--- config.mk ---
export PLATFORM = sky130hd
export DESIGN_NAME = operand_entry_seq
export DESIGN_NICKNAME = d
export VERILOG_FILES = /design/src/rtl/operand_entry_seq.sv
export SDC_FILE = /design/constraint.sdc
export NUM_CORES = 1
export LEC_CHECK = 0
export ABC_AREA = 1
export ABC_CLOCK_PERIOD_IN_PS = 2200
export CAP_MARGIN = 40
export CORE_ASPECT_RATIO = 0.8
export CORE_MARGIN = 2
export CORE_UTILIZATION = 56
export DETAILED_ROUTE_END_ITERATION = 10
export PLACE_DENSITY_LB_ADDON = 0.08
export SYNTH_ARGS = -nofsm -noshare
export SYNTH_HDL_FRONTEND = slang
export SYNTH_SLANG_ARGS = --single-unit
--- constraint.sdc ---
create_clock -name CLOCK_50 -period 2.2 [get_ports CLOCK_50]
set_clock_uncertainty 0.05 [all_clocks]
set_input_delay 0.33 -clock CLOCK_50 [delete_from_list [all_inputs] [get_ports CLOCK_50]]
set_output_delay 0.33 -clock CLOCK_50 [all_outputs]
set_load 0.01 [all_outputs]
--- src/rtl/operand_entry_seq.sv ---
// operand_entry_seq: debounced ENTER key sequencer that captures A0, then A1/OP, and holds the add/sub result.
module operand_entry_seq #(
    parameter int DEBOUNCE_CYCLES = 50000,
    parameter int CNT_W = 16
) (
    input  logic       CLOCK_50,
    input  logic       RESET_N,
    input  logic [3:0] SW_VAL,
    input  logic       SW_OP,
    input  logic       KEY_ENTER,
    output logic [3:0] A0,
    output logic [3:0] A1,
    output logic       OP,
    output logic [3:0] F,
    output logic       FLAG,
    output logic [1:0] STATE,
    output logic       RESULT_VALID
);
    typedef enum logic [1:0] {
        ENTER_A0    = 2'b00,
        ENTER_A1    = 2'b01,
        SHOW_RESULT = 2'b10
    } state_t;

    localparam logic [CNT_W-1:0] CNT_MAX = CNT_W'(DEBOUNCE_CYCLES - 1);

    logic             sync1_q, sync2_q, deb_q, deb_d, arm_q;
    logic [1:0]       warm_q;
    logic [CNT_W-1:0] cnt_q, cnt_d;
    logic             settle_w, enter_w, lt_w;
    logic [3:0]       diff_w;
    logic [4:0]       res_w;
    state_t           state_q;
    logic [3:0]       a0_q, a1_q, f_q;
    logic             op_q, flag_q, valid_q;

    assign settle_w = (sync2_q != deb_q) && (cnt_q == CNT_MAX);
    assign cnt_d    = (sync2_q == deb_q || settle_w) ? '0 : cnt_q + 1'b1;
    assign deb_d    = deb_q ^ settle_w;
    // A key still held through reset must be seen released before it can count as a press.
    assign enter_w  = settle_w & deb_q & arm_q;

    assign lt_w   = a0_q < SW_VAL;
    assign diff_w = lt_w ? SW_VAL - a0_q : a0_q - SW_VAL;
    assign res_w  = SW_OP ? {lt_w, diff_w} : {1'b0, a0_q} + {1'b0, SW_VAL};

    always_ff @(posedge CLOCK_50 or negedge RESET_N) begin
        if (!RESET_N) begin
            sync1_q <= 1'b1;
            sync2_q <= 1'b1;
            deb_q   <= 1'b1;
            cnt_q   <= '0;
            warm_q  <= 2'b00;
            arm_q   <= 1'b0;
        end else begin
            sync1_q <= KEY_ENTER;
            sync2_q <= sync1_q;
            deb_q   <= deb_d;
            cnt_q   <= cnt_d;
            warm_q  <= {warm_q[0], 1'b1};
            arm_q   <= arm_q | (warm_q[1] & sync2_q);
        end
    end

    always_ff @(posedge CLOCK_50 or negedge RESET_N) begin
        if (!RESET_N) begin
            state_q <= ENTER_A0;
            a0_q    <= '0;
            a1_q    <= '0;
            op_q    <= 1'b0;
            f_q     <= '0;
            flag_q  <= 1'b0;
            valid_q <= 1'b0;
        end else begin
            case (state_q)
                ENTER_A0: if (enter_w) begin
                    a0_q    <= SW_VAL;
                    state_q <= ENTER_A1;
                end
                ENTER_A1: if (enter_w) begin
                    a1_q            <= SW_VAL;
                    op_q            <= SW_OP;
                    {flag_q, f_q}   <= res_w;
                    state_q         <= SHOW_RESULT;
                    valid_q         <= 1'b1;
                end
                SHOW_RESULT: if (enter_w) begin
                    state_q <= ENTER_A0;
                    valid_q <= 1'b0;
                end
                default: begin
                    state_q <= ENTER_A0;
                    valid_q <= 1'b0;
                end
            endcase
        end
    end

    assign A0           = a0_q;
    assign A1           = a1_q;
    assign OP           = op_q;
    assign F            = f_q;
    assign FLAG         = flag_q;
    assign STATE        = state_q;
    assign RESULT_VALID = valid_q;
endmodule

== Word level (Yosys, flattened, before mapping) ==
Cells that the tools add are included.
Word-level totals
  output and inout bits: 17
  bits in registers: 39
  word-level logic and storage cells: 49
  input port bits: 8
Cells by class
  $lt $le $gt $ge: 1
  muxes and demuxes: 10
  reductions and logical operators: 7
  eq/ne operators: 8
  bitwise operators: 6
  $add $sub $neg: 4
Operator list (count)
  adder 16 x 1 -> 16 bit (second input constant): 1
  == test 16 bit (second input constant): 1
  2-to-1 mux 16 bit: 1
  subtractor 4 bit: 2
  2-to-1 mux 2 bit: 3
  != test 2 bit (second input constant): 3
  one-hot mux 2 bit (3 select lines): 1
  AND reduction 3 bit: 2
  adder 4 x 4 -> 5 bit: 1
  2-to-1 mux 5 bit: 1
  < comparator 4 bit: 1
  2-to-1 mux 4 bit: 1
  AND reduction 2 bit: 2
  AND 1 bit: 3
  one-hot mux 1 bit (3 select lines): 1
  == test 2 x 1 -> 1 bit (second input constant): 1
  == test 2 bit (second input constant): 1
  logical NOT 2 bit: 1
  2-to-1 mux 1 bit: 2
  == test 1 bit: 1
  logical AND 1 bit: 1
  logical OR 1 bit: 1
  != test 1 bit: 1
  inverter 1 bit: 1
  other kinds (2): 2

== Depth between registers and ports, before layout ==
Gate-level depths: netlist (run 1).
  depth in word-level cells: 6
  gate-level depth with buffers: 12
  mapped depth without buffers: 12

== Worst setup path after synthesis (run 1) ==
No wires, ideal clock.
  path type: register to register
  start: register a0_q[0], in the netlist A0[0]
  end: register f_q[3], in the netlist F[3]
  period minus slack after synthesis: 1860 ps
  path buffers: 0
  setup time: 117 ps
  cell stages (with the launch flop): 11
  data required time: 2033 ps
  setup slack: 340 ps
  data arrival time: 1693 ps
  cell sequence: dfrtp_1 inv_1 ha_1 fa_1 nand3b_1 nand2_1 nand2_1 nand3_1 nand3_1 nand3_1 nand2_1
On the way
  longest elaborated chain between the ends: 3
  elaborated cells on any way between the ends: 6
  those cells by class: 3 x add/sub; 1 x order compare; 2 x mux
RTL lines
  start: declaration: RTL line 34  | logic [3:0] a0_q, a1_q, f_q;
  start signal: assignment: RTL line 68  | a0_q <= '0;
  start signal: assignment: RTL line 77  | a0_q <= SW_VAL;
  subtractor 4 bit or < comparator 4 bit (tied branches): RTL line 44, 43
  2-to-1 mux 4 bit: RTL line 44  | assign diff_w = lt_w ? SW_VAL - a0_q : a0_q - SW_VAL;
  2-to-1 mux 5 bit *: RTL line 45  | assign res_w = SW_OP ? {lt_w, diff_w} : {1'b0, a0_q} + {1'b0, SW_VAL};
  end signal: assignment: RTL line 83  | {flag_q, f_q} <= res_w;
  end: declaration: RTL line 34
Mark *: on every way between the ends. The rest lies on a longest branch, timed or not.
A chain may end at the register's enable or synchronous reset.

== Worst setup path in the final report (run 1) ==
  start: input port SW_VAL[0]
  end: register f_q[3], in the netlist F[3]
On the way
  longest elaborated chain between the ends: 3
  elaborated cells on any way between the ends: 6
  those cells by class: 3 x add/sub; 1 x order compare; 2 x mux
RTL lines
  start: declaration: RTL line 8  | input logic [3:0] SW_VAL,
  subtractor 4 bit or < comparator 4 bit (tied branches): RTL line 44, 43
  2-to-1 mux 4 bit: RTL line 44
  2-to-1 mux 5 bit *: RTL line 45
Marks and branches as above.

==> flow_metrics.py, run 1 <==
metrics = {
    "detailed_routing": {
        "drt_iter0_drc": 136,
        "first_pass_iters": 4,
        "drc_errors": 0,
        "wl_per_cell_um": 11.5,
        "drt_wl_total_um": 4050,
        "vias": 1698,
        "final_antenna_net_count": 0,
        "via_per_inst": 4.81,
    },
    "global_route": {
        "grt_max_degree": 32,
        "grt_pass1_wl_um": 7110,
        "grt_pass1_vias": 1529,
        "gr-usage-all-layers_pct": 21.4,
        "grt_antenna_before_repair": 0,
        "grt_remaining_overflow": 0,
    },
    "floorplanning": {
        "dieArea_um2": 4430,
        "row_count": 20,
        "die_w_um": 74.0,
        "chipHeight_um": 60.0,
        "io_pins": 25,
        "coreArea_um2": 3780,
        "start_util_pct": 58.0,
    },
    "synth": {
        "synthArstFlopShare_pct": 100,
        "synth_cell_type_count": 31,
        "synth_top_area_share_pct": 41.1,
        "synth_nets": 285,
        "synth_area_leaders": "dfrtp_1, nand2_1, ha_1, inv_1, nor2_1",
        "synth.avg_cell_area_um2": 8.37,
        "synth_edf_count": 0,
        "synth-seq-cells": 39,
        "netlist_instances": 262,
        "synth_commonest_cells": "nand2_1, dfrtp_1, inv_1",
        "ys_seq_area_share_pct": 44.7,
        "synth_flop_cell": "dfrtp_1",
        "yosysTopAreaCell": "dfrtp_1",
        "synthesis.area_um2": 2190,
        "yosysWarnings": 0,
        "yosys.cell_count.top_type": "nand2_1",
    },
    "sta": {
        "clock.fmax_ghz": 0.515,
        "finalHoldViolCount": 0,
        "rsz0062_at_grt": "false",
        "finalCritPeriodShare_pct": 88.3,
        "final-max-slew-violation-count": 0,
        "setup_violations": 0,
        "layout_min_cycle_time_ps": 1940,
        "worst_hold_slack_ps": 300,
    },
    "status": {
        "status": "completed",
    },
    "worst_hold_path": {
        "hold_path.class": "reg -> reg",
        "min-delay-start": "warm_q[0]",
        "min_delay_path_depth": 0,
    },
    "power_and_ir_drop": {
        "peakVddDrop_uv": 419,
        "power_density_nw_per_um2": 519,
        "power_mw": 1.37,
        "p_leak_nw": 1.30,
    },
    "clocking": {
        "cts_root_buffer": "clkbuf_8",
        "clock-sinks": 39,
        "cts_setup_buffers": 0,
        "cts_made_buffers": 5,
        "insertion_delay_ps": 290,
        "post_cts_resized": 0,
        "clk_pin_slew_worst_paths_ps": 70,
        "cts_buffer_depth": 2,
        "cts_tree": "built",
        "ctsHoldBuffers": 1,
        "h-tree-depth": 2,
    },
    "critical_path": {
        "cp_max_fo": 3,
        "arrival_ps": 2080,
        "cp_data_required_time_ps": 2330,
        "ff2ff_path_depth": 12,
        "r2r-start": "A0[0]",
        "critPathCaptureType": "register",
        "worst_setup_path_start_kind": "input port",
        "crit_start": "SW_VAL[0]",
        "path_class": "in -> reg",
    },
    "finish": {
        "area_delta_synth_final_pct": 20.3,
        "drive_gt1_share_pct": 10.7,
        "postLayoutCellArea_um2": 2640,
        "nNetsFinal": 320,
        "diodes": 0,
    },
    "place": {
        "gp_congestion": 0.871,
        "port_buffers": 24,
        "hpwlAfterDp_um": 3070,
        "dpl-instance-area_um2": 2530,
    },
    "job": {
        "drv_cap": 0,
    },
}
[placed cells by master, fill, tap and decap left out, types with 3 or more instances in the layout]
| master | n |
|---|---|
| a21oi_1 | 8 |
| nand2_1 | 67 |
| xnor2_1 | 5 |
| inv_1 | 34 |
| dfrtp_1 | 36 |
| clkdlybuf4s50_1 | 23 |
| fa_1 | 3 |
| o21ai_2 | 5 |
| buf_4 | 4 |
| clkbuf_8 | 7 |
| nor2_1 | 33 |
| ha_1 | 12 |
| nand3_1 | 12 |
| nor3_1 | 6 |
| dfstp_2 | 3 |
| o21ai_0 | 16 |
[final cells by class]
type                            instances  area (µm²)
Fill cell                             324        1140
Multi-Input combinational cell        184        1050
Sequential cell                        39         980
Timing Repair Buffer                   30         295
Inverter                               37         141
Clock buffer                            8         100
Tap cell                               55        68.8
[routing by layer]
metal | track usage (%) | part of all wire, % | vias to the layer above
met1 | 33.9 | 54 | 755
li1 | - | - | 894
met4 | 8.31 | 1.1 | 0
met5 | 0 | 0 | -
met3 | 4.89 | 6.2 | 5
met2 | 27.7 | 38 | 44
[critical path, stage by stage]
cell and delay, ps:
clkdlybuf4s50_1 450, ha_1 250, fa_1 390, buf_4 150
nor2_1 90, nor2_1 60, nand2_1 50, nand3_1 90
nand2_1 70, nand2_1 50, nand3_1 70, nand2_1 50
[per-stage QoR]
| stage | std cells | util, % | setup WS [ps] | setup TNS [ps] |
|---|---|---|---|---|
| after floorplan | 262 | - | 340 | 0 |
| after global placement | 343 | 66.3 | -6.97 | -8.22 |
| after detailed placement | 344 | 66.9 | -55.2 | -92.1 |
| after CTS | 353 | 69.8 | 251 | 0 |
| after global routing | 353 | 69.8 | 13.2 | 0 |
| final | 353 | 69.8 | 257 | 0 |
[cell families (layout without fill, tap and decap cells)]
| family | after synthesis | count (layout) | share of synthesized area [%] |
|---|---|---|---|
| and+or+nand+nor | 130 | 130 | 27.2 |
| other | 1 | 1 | 0.171 |
| buffers and inverters | 39 | 75 | 7.36 |
| adders and majority gates | 15 | 15 | 9.59 |
| DFF | 39 | 39 | 44.7 |
| AOI/OAI and AO/OA | 31 | 31 | 8.22 |
| xor gates and xnor gates | 7 | 7 | 2.80 |
[state kept, by name (all words and copies together), names as in the netlist, named ones only]
register / flops
A0: 4
A1: 4
F: 4
FLAG: 1
OP: 1
RESULT_VALID: 1
STATE: 2
arm_q: 1
cnt_q: 16
sync1_q: 1
sync2_q: 1
warm_q: 2
[path summary, 6_finish.rpt]
kind	endpoint	slack, ps
min in group asynchronous	cnt_q[0]	380
hold reg to reg	warm_q[1]	300
setup reg to reg	F[3]	260
setup / recovery	F[3]	260
hold / removal	warm_q[1]	300
max in group asynchronous	sync2_q	1240
[report_power, final]
part	internal (mW)	switching, mW	total [mW]
Combinational	0.0443	0.0634	0.108
Sequential	0.726	0.00449	0.731
Clock	0.286	0.243	0.529
No activity file was read; power rests on OpenSTA's default activity.
==> run 2: changes to the inputs <==
Settings changed: SETUP_SLACK_MARGIN from default to 0.05, TNS_END_PERCENT from default to 30.
==> run 2 against run 1 <==
  * Hold slack hardly changed
  * Cell area up 0.14%
  * Critical endpoint is now F[2]
  * Maximum frequency is 0.50% higher
  * Largest cell class unchanged
  * Highest routed layer unchanged
==> flow_metrics.py, run 2 (synthesized netlist as in run 1, its figures left out) <==
metrics = {
    "critical_path": {
        "critPathBufInv": 2,
        "cpLargestDelayFamily": "adder cells",
        "cp_max_fo": 3,
        "critPathCaptureType": "register",
        "ff2ff_path_depth": 11,
        "cp_data_required_time_ps": 2380,
        "r2r-end": "F[3]",
        "r2r_slack_ps": 310,
        "worst_path_most_repeated_cell": "nand2_1",
        "crit_start": "SW_VAL[0]",
        "path_class": "in -> reg",
        "cpMaxStageDelayCell": "clkdlybuf4s50_1",
        "arrival_ps": 2120,
        "max_stage_delay_ps": 510,
        "worst_setup_path_start_kind": "input port",
        "path_cells": "clkdlybuf4s50_1 > inv_1 > ha_1 > fa_1 > xor2_1 > o21ai_0 > nand2_1 > o21ai_0 > nand2_1 > nand2_1",
        "path_depth": 10,
        "crit_end": "F[2]",
        "r2r-start": "A0[1]",
    },
    "finish": {
        "drive_gt1_share_pct": 11.4,
        "largest-register": "cnt_q",
        "postLayoutCellArea_um2": 2640,
        "area_delta_synth_final_pct": 20.4,
        "nNetsFinal": 320,
        "final_common_cell": "nand2_1",
        "largest_register_ffs": 16,
        "stdcell_count": 353,
        "final_cell_mix": "nand2_1, dfrtp_1, inv_1",
        "utilization_pct": 69.9,
        "diodes": 0,
    },
    "job": {
        "drv_cap": 0,
    },
    "clocking": {
        "cts_made_buffers": 5,
        "clock-sinks": 39,
        "cts_buffer_depth": 2,
        "cts_root_buffer": "clkbuf_8",
        "insertion_delay_ps": 290,
        "h-tree-depth": 2,
        "clk_pin_slew_worst_paths_ps": 70,
        "cts_tree": "built",
    },
    "status": {
        "status": "completed",
    },
    "detailed_routing": {
        "drc_errors": 0,
        "drt_iter0_drc": 131,
        "first_pass_iters": 4,
        "vias": 1691,
        "via_per_inst": 4.79,
        "drt_wl_total_um": 4030,
        "wl_per_cell_um": 11.4,
        "final_antenna_net_count": 0,
    },
    "sta": {
        "clock.fmax_ghz": 0.517,
        "finalCritPeriodShare_pct": 87.9,
        "setup_violations": 0,
        "layout_min_cycle_time_ps": 1930,
        "rsz0062_at_grt": "false",
        "final-max-slew-violation-count": 0,
        "finalHoldViolCount": 0,
        "setup_tns_ps": 0,
    },
    "global_route": {
        "grt_antenna_before_repair": 0,
        "grt_pass1_wl_um": 7110,
        "grt_pass1_vias": 1529,
        "gr-usage-all-layers_pct": 21.4,
        "grt_remaining_overflow": 0,
        "grt_max_degree": 32,
    },
    "place": {
        "hpwlAfterDp_um": 3070,
        "dpl-instance-area_um2": 2530,
        "dp.cells": 344,
        "gp_congestion": 0.871,
        "port_buffers": 24,
    },
    "power_and_ir_drop": {
        "pwr-share-seq_pct": 53.6,
        "switching_share_pct": 22.5,
        "power_density_nw_per_um2": 517,
        "peakVddDrop_uv": 420,
        "power.internal_mw": 1.06,
        "p_clk_share_pct": 38.5,
        "power.share.combinational_pct": 7.9,
        "switchingPower_mw": 0.307,
        "p_leak_nw": 1.30,
    },
    "floorplanning": {
        "die_w_um": 74.0,
        "chipHeight_um": 60.0,
        "start_util_pct": 58.0,
        "io_pins": 25,
        "coreArea_um2": 3780,
        "row_count": 20,
        "dieArea_um2": 4430,
    },
    "worst_hold_path": {
        "hold_path.class": "reg -> reg",
        "min_delay_path_depth": 0,
    },
}
[run 2: through the flow]
stage	power (mW)	setup WS (ps)	hold WS [ps]
after global routing	1.43	50.1	312
after floorplan	0.800	340	-15.6
final	1.36	266	300
after global placement	0.847	-6.97	285
after detailed placement	0.852	-55.2	152
after CTS	1.38	251	302
[run 2: worst min-delay path by stage]
stage	slack (ps)	from	to
3_5_place_dp	150	RESET_N	cnt_q[0]
5_1_grt	310	sync1_q	sync2_q
3_3_place_gp	290	warm_q[0]	warm_q[1]
2_1_floorplan	-20	RESET_N	A0[0]
6_report	300	warm_q[0]	warm_q[1]
4_1_cts	300	warm_q[0]	warm_q[1]
[run 2: cell type report]
class,instances,area [µm²]
Timing Repair Buffer,30,295
Fill cell,322,1140
Sequential cell,39,981
Multi-Input combinational cell,184,1050
Clock buffer,8,100
Inverter,37,141
Tap cell,55,68.8
[run 2: per-layer routing]
| metal | up-vias | track usage [%] | wire length [µm] |
|---|---|---|---|
| li1 | 892 | - | - |
| met1 | 757 | 33.9 | 2210 |
| met2 | 37 | 27.7 | 1570 |
| met3 | 5 | 4.89 | 203 |
| met4 | 0 | 8.31 | 44 |
| met5 | - | 0 | 0 |
[run 2: timing repair]
action,in CTS,in global routing
resized for setup,0,2
setup endpoints to repair,0,1
hold buffers,1,0
hold endpoints to repair,7,0
buffers inserted,0,0
[run 2: power by group through the flow]
stage / combinational (mW) / sequential [mW] / clock [mW]
after CTS: 0.110 / 0.731 / 0.538
after detailed placement: 0.108 / 0.745 / 0
after floorplan: 0.0565 / 0.744 / 0
final: 0.108 / 0.731 / 0.525
after global placement: 0.103 / 0.744 / 0
after global routing: 0.126 / 0.732 / 0.569
[run 2: worst reg2reg max path, cell delays in order (launching register included)]
cell and delay, ps:
dfrtp_1 470, inv_1 150, fa_1 450, buf_4 150
nor2_1 90, nor2_1 60, nand2_1 50, nand3_1 80
nand2_1 70, nand2_1 50, nand3_1 70, nand2_1 50
==> run 3: changes to the inputs <==
Settings changed: ABC_CLOCK_PERIOD_IN_PS 2200 to 2000, CORE_MARGIN 2 to default, SLEW_MARGIN from default to 10.
Clock period 2.2 ns to 2 ns, I/O delays scaled along.
==> run 3 against run 2 <==
  * Cell area up 0.43%
  * First-iteration DRC count is 8.4% higher
  * Global-route usage grew 2.0 points
  * Hold slack got worse by 300 ps
  * Core utilization grew 4.0 points
  * Via count rose by 2.7%
  * Critical path depth shrank 1
  * Flip-flop and latch count did not move
  * Clock power grew 2%
  * Power is 7.3% higher
  * Cell count grew 0.28%
  * Sequential share of layout area fell by 0.20 points
  * Critical path type is now reg -> reg
  * Critical endpoint unchanged
  * Largest power group unchanged
==> flow_metrics.py, run 3 (synthesized netlist as in run 1, its figures left out) <==
metrics = {
    "sta": {
        "clock.fmax_ghz": 0.553,
        "rsz0062_at_grt": "true",
        "setup_slack_ps": 190,
        "finalHoldViolCount": 0,
        "worst_hold_slack_ps": 0.108,
        "setup_violations": 0,
        "final-max-slew-violation-count": 0,
        "finalCritPeriodShare_pct": 90.5,
        "layout_min_cycle_time_ps": 1810,
    },
    "power_and_ir_drop": {
        "power.internal_mw": 1.13,
        "switching_share_pct": 22.9,
        "pwr-share-seq_pct": 55.0,
        "p_clk_share_pct": 36.6,
        "power.share.combinational_pct": 8.5,
        "power_density_nw_per_um2": 552,
        "peakVddDrop_uv": 517,
        "p_leak_nw": 1.31,
        "switchingPower_mw": 0.335,
    },
    "critical_path": {
        "worst_setup_path_start_kind": "register",
        "crit_start": "A0[0]",
        "arrival_ps": 1940,
        "cp_data_required_time_ps": 2130,
        "r2r-start": "A0[0]",
        "critPathCaptureType": "register",
        "path_class": "reg -> reg",
        "cp_max_fo": 4,
    },
    "finish": {
        "fillers": 283,
        "final_common_cell": "nand2_1",
        "area_delta_synth_final_pct": 20.9,
        "drive_gt1_share_pct": 13.6,
        "final_cell_mix": "nand2_1, dfrtp_1, inv_1",
        "largest_register_ffs": 16,
        "nNetsFinal": 324,
        "diodes": 0,
        "largest-register": "cnt_q",
    },
    "clocking": {
        "clock-sinks": 39,
        "h-tree-depth": 2,
        "cts_buffer_depth": 2,
        "ctsHoldBuffers": 0,
        "cts_setup_buffers": 0,
        "insertion_delay_ps": 280,
        "cts_root_buffer": "clkbuf_8",
        "cts_made_buffers": 5,
        "clk_pin_slew_worst_paths_ps": 70,
        "cts_tree": "built",
    },
    "place": {
        "gp_congestion": 0.904,
        "hpwlAfterDp_um": 3250,
        "dp_slack_ps": -262,
        "port_buffers": 24,
    },
    "detailed_routing": {
        "via_per_inst": 4.90,
        "wl_per_cell_um": 11.9,
        "drc_errors": 0,
        "vias": 1736,
        "first_pass_iters": 4,
        "drt_wl_total_um": 4200,
        "final_antenna_net_count": 0,
        "drt_iter0_drc": 142,
    },
    "job": {
        "drv_cap": 0,
    },
    "global_route": {
        "grt_pass1_vias": 1643,
        "grt_pass1_wl_um": 7420,
        "grt_remaining_overflow": 0,
        "grt_antenna_before_repair": 0,
        "grt_max_degree": 40,
        "gr-usage-all-layers_pct": 23.4,
    },
    "floorplanning": {
        "dieArea_um2": 4170,
        "chipHeight_um": 58.0,
        "coreArea_um2": 3590,
        "io_pins": 25,
        "row_count": 19,
        "start_util_pct": 61.1,
        "die_w_um": 72.0,
    },
    "status": {
        "status": "completed",
    },
    "worst_hold_path": {
        "hold_path.class": "in -> async",
    },
}
## run 3: final cells by class
class,count,area [µm²],area share (%)
flip-flops and latches,39,980,37.0
well taps,52,65.1,2.45
repair buffers,34,313,11.8
clock inverters,1,5.00,0.189
multi-input cells,184,1060,40.0
inverters,37,141,5.33
clock buffers,7,86.3,3.26
## run 3: layer usage
metal / wire length, µm / global-route usage, %
met1: 2150 / 35.4
met2: 1810 / 33.8
met3: 204 / 5.91
met4: 44 / 6.16
met5: 0 / 0
## run 3: worst max-delay path: stages (launching register included)
cell,delay (ps)
dfrtp_1,380
buf_4,150
ha_1,220
fa_1,380
xor2_1,180
o21ai_1,100
nand2_1,60
o21ai_0,80
nand2_1,60
nand2_1,40
## run 3: worst paths after layout
path | to | slack, ps | depth (start not counted)
worst max-delay path | F[2] | 190 | 9
worst min register to register | sync2_q | 310 | 0
min in group CLOCK_50 | sync2_q | 310 | 0
worst max register to register | F[2] | 190 | 9
worst min-delay path | cnt_q[13] | 0.1 | 2
max in group asynchronous | sync1_q | 1530 | 2
## run 3: stage by stage
stage / cell area [µm²] / power (mW) / instances / util (%) / TNS, ps
2_1_floorplan: 2190 / 0.880 / 262 / - / 0
3_3_place_gp: 2550 / 0.939 / 346 / 71.0 / -691
3_5_place_dp: 2550 / 0.942 / 346 / 71.0 / -829
4_1_cts: 2640 / 1.48 / 354 / 73.6 / 0
5_1_grt: 2650 / 1.53 / 354 / 73.9 / 0
6_report: 2650 / 1.46 / 354 / 73.9 / 0
## run 3: power by group through the flow
stage	Combinational (mW)	Clock, mW	Sequential (mW)
global placement	0.120	0	0.819
CTS	0.124	0.549	0.804
detailed placement	0.123	0	0.819
global route	0.145	0.585	0.804
floorplan	0.0622	0	0.818
finish	0.124	0.535	0.804
## run 3: repair_timing
action / in CTS / in global routing
resized for setup: 1 / 5
pin swaps: 0 / 0
setup endpoints to repair: 1 / 4
